`src/rtl/ecc_pkg.sv`:
```
// Shared SECDED definitions for the scrubbing RAM: code geometry,
// Hamming bit placement, the encoder and the scrub FSM state type.
package ecc_pkg;

    localparam int MAX_DATA_W = 64;
    localparam int MAX_CW_W   = 72;
    localparam int MAX_HAM_N  = MAX_CW_W - 1;

    typedef enum logic [0:0] {
        IDLE    = 1'b0,
        WB_PEND = 1'b1
    } scrub_state_t;

    // Number of Hamming check bits: smallest p with 2**p >= dw + p + 1.
    function automatic int calc_p(input int dw);
        int p;
        p = 0;
        for (int k = 1; k <= 8; k++) begin
            if (p == 0 && (1 << k) >= dw + k + 1) begin
                p = k;
            end
        end
        return p;
    endfunction

    // Hamming check bits plus one overall parity bit.
    function automatic int calc_chk_w(input int dw);
        return calc_p(dw) + 1;
    endfunction

    function automatic int calc_cw_w(input int dw);
        return dw + calc_chk_w(dw);
    endfunction

    // Syndrome-position table: codeword bit k (k >= 1) is Hamming position k,
    // check bits sit at powers of two, data bits fill the remaining positions
    // in ascending order. Codeword bit 0 is the overall parity bit.
    function automatic int data_pos(input int idx);
        int cnt;
        int pos;
        cnt = -1;
        pos = 0;
        for (int k = 1; k <= MAX_HAM_N; k++) begin
            if ((k & (k - 1)) != 0 && cnt < idx) begin
                cnt = cnt + 1;
                pos = k;
            end
        end
        return pos;
    endfunction

    // SECDED encoder; the caller truncates the result to its own codeword width.
    function automatic logic [MAX_CW_W-1:0] encode(input logic [MAX_DATA_W-1:0] data,
                                                   input int dw);
        logic [MAX_CW_W-1:0] cw;
        logic                b;
        int                  p;
        int                  n;
        p  = calc_p(dw);
        n  = dw + p;
        cw = '0;
        for (int i = 0; i < MAX_DATA_W; i++) begin
            if (i < dw) begin
                cw[data_pos(i)] = data[i];
            end
        end
        for (int j = 0; j < 8; j++) begin
            if (j < p) begin
                b = 1'b0;
                for (int k = 1; k < MAX_CW_W; k++) begin
                    if (k <= n && (k & (1 << j)) != 0) begin
                        b = b ^ cw[k];
                    end
                end
                cw[1 << j] = b;
            end
        end
        // Overall parity makes the whole codeword even.
        cw[0] = ^cw;
        return cw;
    endfunction

endpackage

```
`src/rtl/secded_dec.sv`:
```
// Combinational SECDED decoder: syndrome, single-bit correction and
// classification of the read codeword into clean / corrected / uncorrectable.
module secded_dec
    import ecc_pkg::*;
#(
    parameter  int DATA_W = 8,
    localparam int CW_W   = calc_cw_w(DATA_W)
)(
    input  logic [CW_W-1:0]   cw,
    output logic [DATA_W-1:0] data,
    output logic              err_corr,
    output logic              err_uncorr
);

    localparam int P_W = calc_p(DATA_W);

    logic [P_W-1:0]  syndrome;
    logic            parity_bad;
    logic [CW_W-1:0] fixed_cw;

    // Syndrome is the XOR of the positions of every set Hamming bit.
    always_comb begin
        // NOTE: every always_comb output gets a default first so no path leaves it unassigned and infers a latch.
        syndrome = '0;
        for (int k = 1; k < CW_W; k++) begin
            if (cw[k]) begin
                syndrome = syndrome ^ k[P_W-1:0];
            end
        end
        parity_bad = ^cw;
    end

    // Classify the error and flip the bit the syndrome points at.
    always_comb begin
        fixed_cw   = cw;
        err_corr   = 1'b0;
        err_uncorr = 1'b0;
        data       = '0;
        if (parity_bad) begin
            // Odd error count: a zero syndrome means the overall parity bit
            // itself flipped, so no data position is touched.
            err_corr = 1'b1;
            for (int k = 1; k < CW_W; k++) begin
                if (syndrome == k[P_W-1:0]) begin
                    fixed_cw[k] = ~cw[k];
                end
            end
        end else if (syndrome != '0) begin
            // Even error count with a nonzero syndrome: two bits flipped,
            // nothing is corrected and the raw data bits are passed through.
            err_uncorr = 1'b1;
        end
        for (int i = 0; i < DATA_W; i++) begin
            data[i] = fixed_cw[data_pos(i)];
        end
    end

endmodule

```
`src/rtl/ecc_scrub_ram.sv`:
```
// SECDED-protected RAM with a two-stage read pipeline and a one-deep
// scrubber that writes corrected words back when the write port is free.
module ecc_scrub_ram
    import ecc_pkg::*;
#(
    parameter  int DATA_W = 8,
    parameter  int ADDR_W = 4,
    localparam int CHK_W  = calc_chk_w(DATA_W),
    localparam int CW_W   = DATA_W + CHK_W
)(
    input  logic              clk,
    input  logic              rst,
    input  logic              wr_en,
    input  logic [ADDR_W-1:0] wr_addr,
    input  logic [DATA_W-1:0] wr_data,
    input  logic [CW_W-1:0]   inj_mask,
    input  logic              rd_en,
    input  logic [ADDR_W-1:0] rd_addr,
    output logic              rd_valid,
    output logic [DATA_W-1:0] rd_data,
    output logic              err_corr,
    output logic              err_uncorr,
    output logic              wb_busy,
    output logic [15:0]       corr_count,
    output logic [7:0]        uncorr_count
);

    localparam int DEPTH = 1 << ADDR_W;

    logic [CW_W-1:0]   mem [DEPTH];

    logic              s1_valid;
    logic [ADDR_W-1:0] s1_addr;
    logic [CW_W-1:0]   s1_cw;

    logic [DATA_W-1:0] dec_data;
    logic              dec_corr;
    logic              dec_uncorr;
    logic [ADDR_W-1:0] out_addr;

    scrub_state_t      state;
    scrub_state_t      state_nxt;
    logic              wb_fire;
    logic              wb_capture;
    logic [ADDR_W-1:0] wb_addr;
    logic [CW_W-1:0]   wb_cw;

    logic [CW_W-1:0]   user_cw;
    logic [CW_W-1:0]   clean_cw;
    logic              mem_we;
    logic [ADDR_W-1:0] mem_waddr;
    logic [CW_W-1:0]   mem_wdata;

    // Encoders for the user write path and for re-encoding corrected read data.
    always_comb begin
        user_cw  = CW_W'(encode(MAX_DATA_W'(wr_data), DATA_W)) ^ inj_mask;
        clean_cw = CW_W'(encode(MAX_DATA_W'(rd_data), DATA_W));
    end

    // Single write port: user writes always win, write-back uses idle slots.
    always_comb begin
        mem_we    = 1'b0;
        mem_waddr = wr_addr;
        mem_wdata = user_cw;
        if (!rst) begin
            if (wr_en) begin
                mem_we = 1'b1;
            end else if (wb_fire) begin
                mem_we    = 1'b1;
                mem_waddr = wb_addr;
                mem_wdata = wb_cw;
            end
        end
    end

    // Storage array write.
    always_ff @(posedge clk) begin
        // NOTE: the array has no reset; its contents must survive rst and a RAM macro cannot be cleared in one cycle.
        if (mem_we) begin
            mem[mem_waddr] <= mem_wdata;
        end
    end

    // Read stage 1: fetch the stored codeword (old data on a same-address write).
    always_ff @(posedge clk) begin
        // NOTE: sequential state uses non-blocking assignments so every register samples pre-edge values.
        if (rst) begin
            s1_valid <= 1'b0;
            s1_addr  <= '0;
            s1_cw    <= '0;
        end else begin
            s1_valid <= rd_en;
            if (rd_en) begin
                s1_addr <= rd_addr;
                s1_cw   <= mem[rd_addr];
            end
        end
    end

    secded_dec #(
        .DATA_W     (DATA_W)
    ) u_dec (
        .cw         (s1_cw),
        .data       (dec_data),
        .err_corr   (dec_corr),
        .err_uncorr (dec_uncorr)
    );

    // Read stage 2: register decoded data, flags and saturating error counters.
    always_ff @(posedge clk) begin
        if (rst) begin
            rd_valid     <= 1'b0;
            rd_data      <= '0;
            err_corr     <= 1'b0;
            err_uncorr   <= 1'b0;
            out_addr     <= '0;
            corr_count   <= '0;
            uncorr_count <= '0;
        end else begin
            rd_valid   <= s1_valid;
            err_corr   <= s1_valid & dec_corr;
            err_uncorr <= s1_valid & dec_uncorr;
            if (s1_valid) begin
                rd_data  <= dec_data;
                out_addr <= s1_addr;
                if (dec_corr && corr_count != 16'hFFFF) begin
                    corr_count <= corr_count + 16'd1;
                end
                if (dec_uncorr && uncorr_count != 8'hFF) begin
                    uncorr_count <= uncorr_count + 8'd1;
                end
            end
        end
    end

    // Scrub FSM state register.
    always_ff @(posedge clk) begin
        if (rst) begin
            state <= IDLE;
        end else begin
            state <= state_nxt;
        end
    end

    // Scrub FSM next state: capture on a corrected read, write back when the
    // port is free, drop the pending word if the user overwrites its address.
    always_comb begin
        state_nxt  = state;
        wb_fire    = 1'b0;
        wb_capture = 1'b0;
        case (state)
            IDLE: begin
                if (rd_valid && err_corr) begin
                    wb_capture = 1'b1;
                    state_nxt  = WB_PEND;
                end
            end
            WB_PEND: begin
                if (!wr_en) begin
                    wb_fire   = 1'b1;
                    state_nxt = IDLE;
                end else if (wr_addr == wb_addr) begin
                    state_nxt = IDLE;
                end
            end
            default: state_nxt = IDLE;
        endcase
    end

    // Write-back slot: address and re-encoded corrected word.
    always_ff @(posedge clk) begin
        if (rst) begin
            wb_addr <= '0;
            wb_cw   <= '0;
        end else if (wb_capture) begin
            wb_addr <= out_addr;
            wb_cw   <= clean_cw;
        end
    end

    assign wb_busy = (state == WB_PEND);

endmodule

```
`config.mk`:
```
export PLATFORM = sky130hd
export DESIGN_NAME = ecc_scrub_ram
export DESIGN_NICKNAME = d
export VERILOG_FILES = /design/src/rtl/ecc_pkg.sv /design/src/rtl/secded_dec.sv /design/src/rtl/ecc_scrub_ram.sv
export SDC_FILE = /design/constraint.sdc
export NUM_CORES = 1
export LEC_CHECK = 0
export CORE_MARGIN = 1.5
export CORE_UTILIZATION = 43
export DETAILED_ROUTE_END_ITERATION = 10
export MAX_ROUTING_LAYER = met4
export PLACE_DENSITY_LB_ADDON = 0.15
export SYNTH_ARGS = -nofsm -noshare
export SYNTH_HDL_FRONTEND = slang
export SYNTH_SLANG_ARGS = --single-unit
```
`constraint.sdc`:
```
create_clock -name clk -period 2.7 [get_ports clk]
set_input_delay 0.27 -clock clk [delete_from_list [all_inputs] [get_ports clk]]
set_output_delay 0.27 -clock clk [all_outputs]
set_load 0.03 [all_outputs]
```
==> flow_summary_export.csv, run 1 <==
group,metric,value,unit
critical_path,worst_setup_path_category,"register to register",
drt,drt_pre_antenna_iters,6,
logic_synthesis,synth.largest_area_cell,"edfxtp_1",
power,p_leak,4.75,nW
clock_network,clock_buffer_depth,3,
clock_network,clkLatencyLatePin,0.55,ns
final_layout,antenna_cells,0,
final_layout,finish.cell_count_without_fillers,1294,
power,netSwitchingFraction,24.3,%
logic_synthesis,edff_count_synth,208,
power,vdd_drop_max,0.651,mV
sta,hold_viol_final,0,
placed_design,place_congestion,0.873,
sta,slew_headroom,45.0,%
placed_design,post_dp_cell_area,13400,sq um
critical_path,crit_arrival,3.03,ns
drt,final_routed_wirelength_across_all_metal_layers,26900,microns
min_path,hp-class,"input pin to register",
critical_path,reg2reg_slack,0.14,ns
sta,report.final.slew_viol_count,0,
drt,antenna_left,0,
power,fin_total_pwr,10.1,mW
clock_network,clock_tree_from_tritoncts,"yes",
clock_network,post-cts-setup-buffer-count,0,
outcome,run_status,"finished clean",
grt,grt_antenna_before_repair,0,
final_layout,finish.instance_area,14400,sq um
critical_path,worstRegToRegCells,7,
sta,fin_hold_ws,0.344,ns
die,io_pins,69,
job,maxCapViolations,0,
critical_path,crit_path_max_fanout,9,
grt,grt_max_degree,82,
logic_synthesis,synth_top_cells_by_area,"edfxtp_1, dfxtp_1, mux4_2",
clock_network,clock_sinks,283,
sta,worst_clock_skew,0.0119,ns
die,die_y,170,microns
sta,max_clock_freq,390,MHz
logic_synthesis,synth_flop_cell,"edfxtp_1",
logic_synthesis,yosys.area.top_type_share,52.0,%
logic_synthesis,post_synth.cell_area_avg,15.1,sq um
logic_synthesis,synth_area,12000,sq um
logic_synthesis,synth.net_count,830,
placed_design,hpwlAfterDp,18300,microns
grt,grt_usage,19.5,%
clock_network,clkTransAtPathRegs,0.06,ns
final_layout,area_growth_from_synthesis_to_layout,19.6,%
die,row_count,60,
final_layout,finish.net_count,935,
grt,overflow,0,
critical_path,worstReg2RegStart,"s1_cw[9]",
power,power.switching,2.45,mW
logic_synthesis,post_synth_num_cell_types,46,
sta,setup_viol,0,
sta,tightestPinTransition,0.825,ns
sta,final.period_utilization,95.0,%
min_path,min_path_cells,4,
critical_path,reg2reg_to,"corr_count[12]",
critical_path,timing.critical_path.to_type,"register",
logic_synthesis,ys_warn_count,0,
power,clock_power_share,37.7,%
die,starting_utilization_of_the_core_area,44.2,%
logic_synthesis,synth-async-reset-ratio,0,%
grt,via_count_of_the_first_global_routing_pass,7064,
drt,first_iter_violations,592,
sta,tns,0,ns
placed_design,io_buffer_count,68,
drt,viasPerCell,5.34,
die,design.die.area,28900,sq um
clock_network,clk_root_buffer_cell,"clkbuf_16",
power,comb_power_share,13.3,%
power,pwr_density_cell,704,nW/um^2
logic_synthesis,syn-instance-count,795,
die,die_outline_width,170,microns
grt,wire_length_of_the_first_global_routing_pass,41200,microns
placed_design,numPlacedInstances,1241,
logic_synthesis,synth-seq-area-share,64.5,%
drt,via_count,6909,
sta,final.min_clock_period,2.56,ns
min_path,holdCritStartpoint,"rd_addr[1]",
clock_network,tritoncts.num_buffers,29,
critical_path,crit_path_launch_type,"register",
drt,drt-wirelength-per-cell,20.8,microns
power,sequentialPowerShare,49.0,%
clock_network,cts-htree-levels,1,
die,coreArea,27200,sq um
critical_path,critPathRequiredTime,3.16,ns
logic_synthesis,ys_ff_latch,283,
power,internal_power,7.66,mW
min_path,hold-path-endpoint,"s1_addr[1]",
final_layout,layout-drive-gt1-share,18.8,%
drt,drc_errors,0,
how the worst max path moves through the flow:
stage | startpoint | endpoint | slack (ns) | depth (start not counted)
6_report | s1_cw[9] | corr_count[12] | 0.14 | 7
5_1_grt | s1_cw[9] | corr_count[14] | -0.003 | 7
4_1_cts | s1_cw[7] | corr_count[12] | 0.06 | 7
3_5_place_dp | s1_cw[7] | corr_count[12] | 0.11 | 7
3_3_place_gp | wr_en | mem[9][0] | 0.18 | 8
2_1_floorplan | wb_busy | mem[12][0] | 0.24 | 4
power by group through the flow:
stage | registers [mW] | logic [mW] | clock network [mW]
4_1_cts | 4.95 | 1.35 | 3.89
2_1_floorplan | 5.06 | 0.863 | 0
3_5_place_dp | 5.05 | 1.34 | 0
3_3_place_gp | 5.04 | 1.31 | 0
5_1_grt | 4.96 | 1.45 | 4.05
6_report | 4.95 | 1.35 | 3.81
metrics by stage:
step	setup WS (ns)	util, %
3_5_place_dp	0.110	49.4
2_1_floorplan	0.236	-
4_1_cts	0.0605	52.8
3_3_place_gp	0.183	49.4
5_1_grt	-0.00318	52.8
6_report	0.136	52.8
flip-flops by register name (all words and copies together), names as in the netlist, 4 cells and up:
register,count
corr_count,16
mem,208
out_addr,4
rd_data,8
s1_addr,4
s1_cw,13
uncorr_count,8
wb_addr,4
wb_cw,13
timing repair:
action / in CTS / in global routing
gates resized for setup: 0 / 2
hold buffers: 0 / 0
endpoints found under the setup margin: 0 / 14
layout by cell type (no fill, tap or decap), types with 2 or more instances in the layout:
cell type          n
bufinv_16          2
clkinv_1           5
ha_1               2
nor3b_1            4
buf_2              2
clkbuf_1           8
xor2_1            15
or3_1              8
edfxtp_1         208
and3_1             7
xnor2_1           60
a211oi_1          17
xnor3_1            3
and2_1             2
nor2b_1            7
o21ai_0           19
nor2_1            78
a21oi_1           24
dfxtp_1           75
nand3_1           14
a31oi_1            5
mux2_1             6
nand2_1           62
mux2i_1           24
clkdlybuf4s50_1   65
clkbuf_16         29
mux4_2            65
nor3_1             9
nand4_1            6
clkinv_2           4
inv_1              8
buf_12             8
buf_4             45
inv_6              2
xor2_2             3
critical path, stage by stage (launching register included):
cell and delay [ns]:
dfxtp_1 0.44, xor3_2 0.45, xnor2_4 0.19, xnor3_1 0.47, and2_1 0.29, nand3b_4 0.16
or3_1 0.33, a21oi_1 0.15
layout make-up:
type                    instances  area, sq um
fillers                      2261        12800
inverters                       8         30.0
clock inverters                15          144
repair buffers                120         1160
flip-flops and latches        283         7750
multi-input cells             458         4040
clock buffers                  38          769
well taps                     372          465
per-layer routing:
metal / up-vias / share of wire [%] / routed length [microns] / track usage (%)
met5: - / 0 / 0 / -
met4: 0 / 1.6 / 432 / 3.85
met3: 36 / 4.4 / 1170 / 2.88
met2: 152 / 51 / 13700 / 33.3
met1: 3537 / 43 / 11500 / 25.1
li1: 3184 / - / - / -
logic make-up after synthesis:
family / count (synthesis) / share of synthesized area (%)
compound gates: 71 / 3.68
xor+xnor: 84 / 6.86
simple gates: 205 / 7.82
buf+inv: 54 / 2.06
fa+ha+maj: 2 / 0.208
mux: 96 / 14.8
flops: 283 / 64.5
Yosys cell counts (all sizes together), types with 7 or more instances:
| library cell | instances |
|---|---|
| nand3 | 14 |
| edfxtp | 208 |
| o21ai | 19 |
| and3 | 7 |
| mux2i | 24 |
| xnor2 | 62 |
| a21oi | 24 |
| xor2 | 18 |
| nand2 | 62 |
| clkbuf | 27 |
| nor3 | 9 |
| nor2 | 78 |
| inv | 8 |
| dfxtp | 75 |
| a211oi | 18 |
| or3 | 8 |
| mux2 | 7 |
| mux4 | 65 |
| nor2b | 7 |
| buf | 19 |
Power figures use the tool's default switching activity.
==> inputs of run 2 (changes only) <==
--- a/config.mk
+++ b/config.mk
@@ -5,6 +5,7 @@
 export SDC_FILE = /design/constraint.sdc
 export NUM_CORES = 1
 export LEC_CHECK = 0
+export CORE_ASPECT_RATIO = 2
 export CORE_MARGIN = 1.5
 export CORE_UTILIZATION = 43
 export DETAILED_ROUTE_END_ITERATION = 10
==> flow_summary_export.csv, run 2 (same netlist as run 1, synthesis figures left out) <==
group,metric,value,unit
grt,grt_max_degree,81,
critical_path,worst_setup_path_category,"register to register",
drt,first_iter_violations,501,
sta,fin_hold_ws,0.174,ns
critical_path,crit_path_max_fanout,9,
min_path,min_path_cells,3,
placed_design,io_buffer_count,68,
power,sequentialPowerShare,50.7,%
clock_network,cts-htree-levels,1,
die,design.die.area,29000,sq um
clock_network,clk_root_buffer_cell,"clkbuf_16",
grt,via_count_of_the_first_global_routing_pass,7339,
final_layout,layout-drive-gt1-share,19.1,%
min_path,hold-path-endpoint,"s1_addr[1]",
power,vdd_drop_max,0.347,mV
min_path,hp-class,"input pin to register",
sta,tns,0,ns
sta,slew_headroom,43.3,%
power,fin_total_pwr,9.77,mW
clock_network,clkTransAtPathRegs,0.07,ns
drt,final_routed_wirelength_across_all_metal_layers,29000,microns
power,internal_power,7.35,mW
placed_design,post_dp_cell_area,13500,sq um
job,maxCapViolations,0,
power,comb_power_share,14.1,%
critical_path,crit_path_launch_type,"register",
sta,hold_viol_final,0,
clock_network,tritoncts.num_buffers,25,
critical_path,max_stage_delay,0.59,ns
grt,overflow,0,
die,row_count,86,
sta,max_clock_freq,386,MHz
drt,antenna_left,0,
final_layout,finish.net_count,930,
final_layout,largest_reg_flops,208,
sta,final.period_utilization,96.0,%
drt,drt_pre_antenna_iters,4,
critical_path,critPathTopFamily,"XOR/XNOR gates",
grt,grt_usage,21.5,%
power,netSwitchingFraction,24.7,%
power,power.switching,2.41,mW
critical_path,crit_arrival,3.04,ns
sta,worst_clock_skew,0.0173,ns
critical_path,cp_cell_sequence,"xor3_2, xnor2_2, xnor3_1, and2_2, nand3b_4, or3_1, a21oi_1",
power,clock_power_share,35.2,%
placed_design,place_congestion,0.792,
power,p_leak,4.71,nW
placed_design,hpwlAfterDp,19700,microns
die,starting_utilization_of_the_core_area,43.6,%
sta,setup_slack,0.107,ns
final_layout,finish.cell_count_without_fillers,1266,
die,io_pins,69,
sta,report.final.slew_viol_count,0,
critical_path,critical_path.n_buffers_inverters,0,
min_path,holdCritStartpoint,"rd_addr[1]",
critical_path,reg2reg_slack,0.11,ns
die,die_y,239,microns
critical_path,timing.critical_path.to_type,"register",
grt,grt_antenna_before_repair,0,
critical_path,worstRegToRegCells,7,
critical_path,reg2reg_to,"corr_count[8]",
grt,wire_length_of_the_first_global_routing_pass,43900,microns
critical_path,critPathRequiredTime,3.15,ns
clock_network,cts.hold.buffers_added,0,
final_layout,final_cell_mix,"edfxtp_1, nor2_1, dfxtp_1",
final_layout,finish.instance_area,14300,sq um
sta,setup_repair_after_global_routing_missed_its_margin,"no",
final_layout,top_register,"mem",
critical_path,worstReg2RegStart,"s1_cw[8]",
final_layout,finish.utilization,51.8,%
sta,setup_viol,0,
sta,final.min_clock_period,2.59,ns
final_layout,area_growth_from_synthesis_to_layout,18.9,%
drt,via_count,6909,
clock_network,clock_tree_from_tritoncts,"yes",
power,pwr_density_cell,684,nW/um^2
final_layout,layout_commonest_cell,"edfxtp_1",
sta,tightestPinTransition,0.850,ns
critical_path,crit_slowest_cell,"xnor3_1",
drt,viasPerCell,5.46,
outcome,run_status,"finished clean",
final_layout,registers_with_the_most_flip_flops,"mem x208, corr_count x16",
placed_design,numPlacedInstances,1220,
final_layout,antenna_cells,0,
die,coreArea,27500,sq um
die,die_outline_width,121,microns
placed_design,place_ws,0.132,ns
drt,drt-wirelength-per-cell,22.9,microns
clock_network,clock_buffer_depth,3,
clock_network,clock_sinks,283,
clock_network,clkLatencyLatePin,0.54,ns
drt,drc_errors,0,
run 2: worst max path at each step:
stage / start / to / slack (ns) / depth (start not counted)
4_1_cts: s1_cw[8] / corr_count[8] / 0.1 / 7
6_report: s1_cw[8] / corr_count[8] / 0.11 / 7
3_3_place_gp: wr_data[3] / mem[8][1] / 0.16 / 7
3_5_place_dp: s1_cw[8] / corr_count[8] / 0.13 / 7
2_1_floorplan: wb_busy / mem[12][0] / 0.24 / 4
5_1_grt: s1_cw[8] / corr_count[14] / 0.06 / 7
run 2: power by group through the flow:
stage | clock (mW) | sequential [mW] | combinational (mW)
3_3_place_gp | 0 | 5.04 | 1.34
5_1_grt | 3.67 | 4.96 | 1.49
2_1_floorplan | 0 | 5.06 | 0.863
3_5_place_dp | 0 | 5.05 | 1.37
6_report | 3.44 | 4.95 | 1.37
4_1_cts | 3.51 | 4.95 | 1.38
run 2: final cells by class:
class	instances	area [sq um]
multi-input combinational	458	4030
tap	352	440
clock inverter	8	45.0
clock buffer	38	737
sequential	283	7750
fill	2310	13300
inverter	8	30.0
timing repair buffer	119	1240
run 2: routing by layer:
metal / up-vias / track usage (%) / part of all wire [%]
met5: - / - / 0
met4: 0 / 7.81 / 3.3
met3: 55 / 2.14 / 4.4
met2: 193 / 42.2 / 58
met1: 3497 / 21.3 / 34
li1: 3164 / - / -
run 2: timing repair:
action	in CTS	in global routing
endpoints found under the setup margin	0	2
resized for setup	0	3
buffers inserted	0	0
run 2: worst reg2reg max path, cell delays in order, from the launching register on:
cell and delay (ns):
dfxtp_1 0.35, xor3_2 0.48, xnor2_2 0.18, xnor3_1 0.59, and2_2 0.29, nand3b_4 0.14
or3_1 0.33, a21oi_1 0.16
==> inputs of run 3 (changes only) <==
--- a/config.mk
+++ b/config.mk
@@ -5,9 +5,11 @@
 export SDC_FILE = /design/constraint.sdc
 export NUM_CORES = 1
 export LEC_CHECK = 0
+export ABC_CLOCK_PERIOD_IN_PS = 2700
 export CORE_ASPECT_RATIO = 2
 export CORE_MARGIN = 1.5
 export CORE_UTILIZATION = 43
+export CTS_CLUSTER_DIAMETER = 80
 export DETAILED_ROUTE_END_ITERATION = 10
 export MAX_ROUTING_LAYER = met4
 export PLACE_DENSITY_LB_ADDON = 0.15
==> results of run 3 <==
The final DEF is identical to that of run 2; final timing and power are the same.
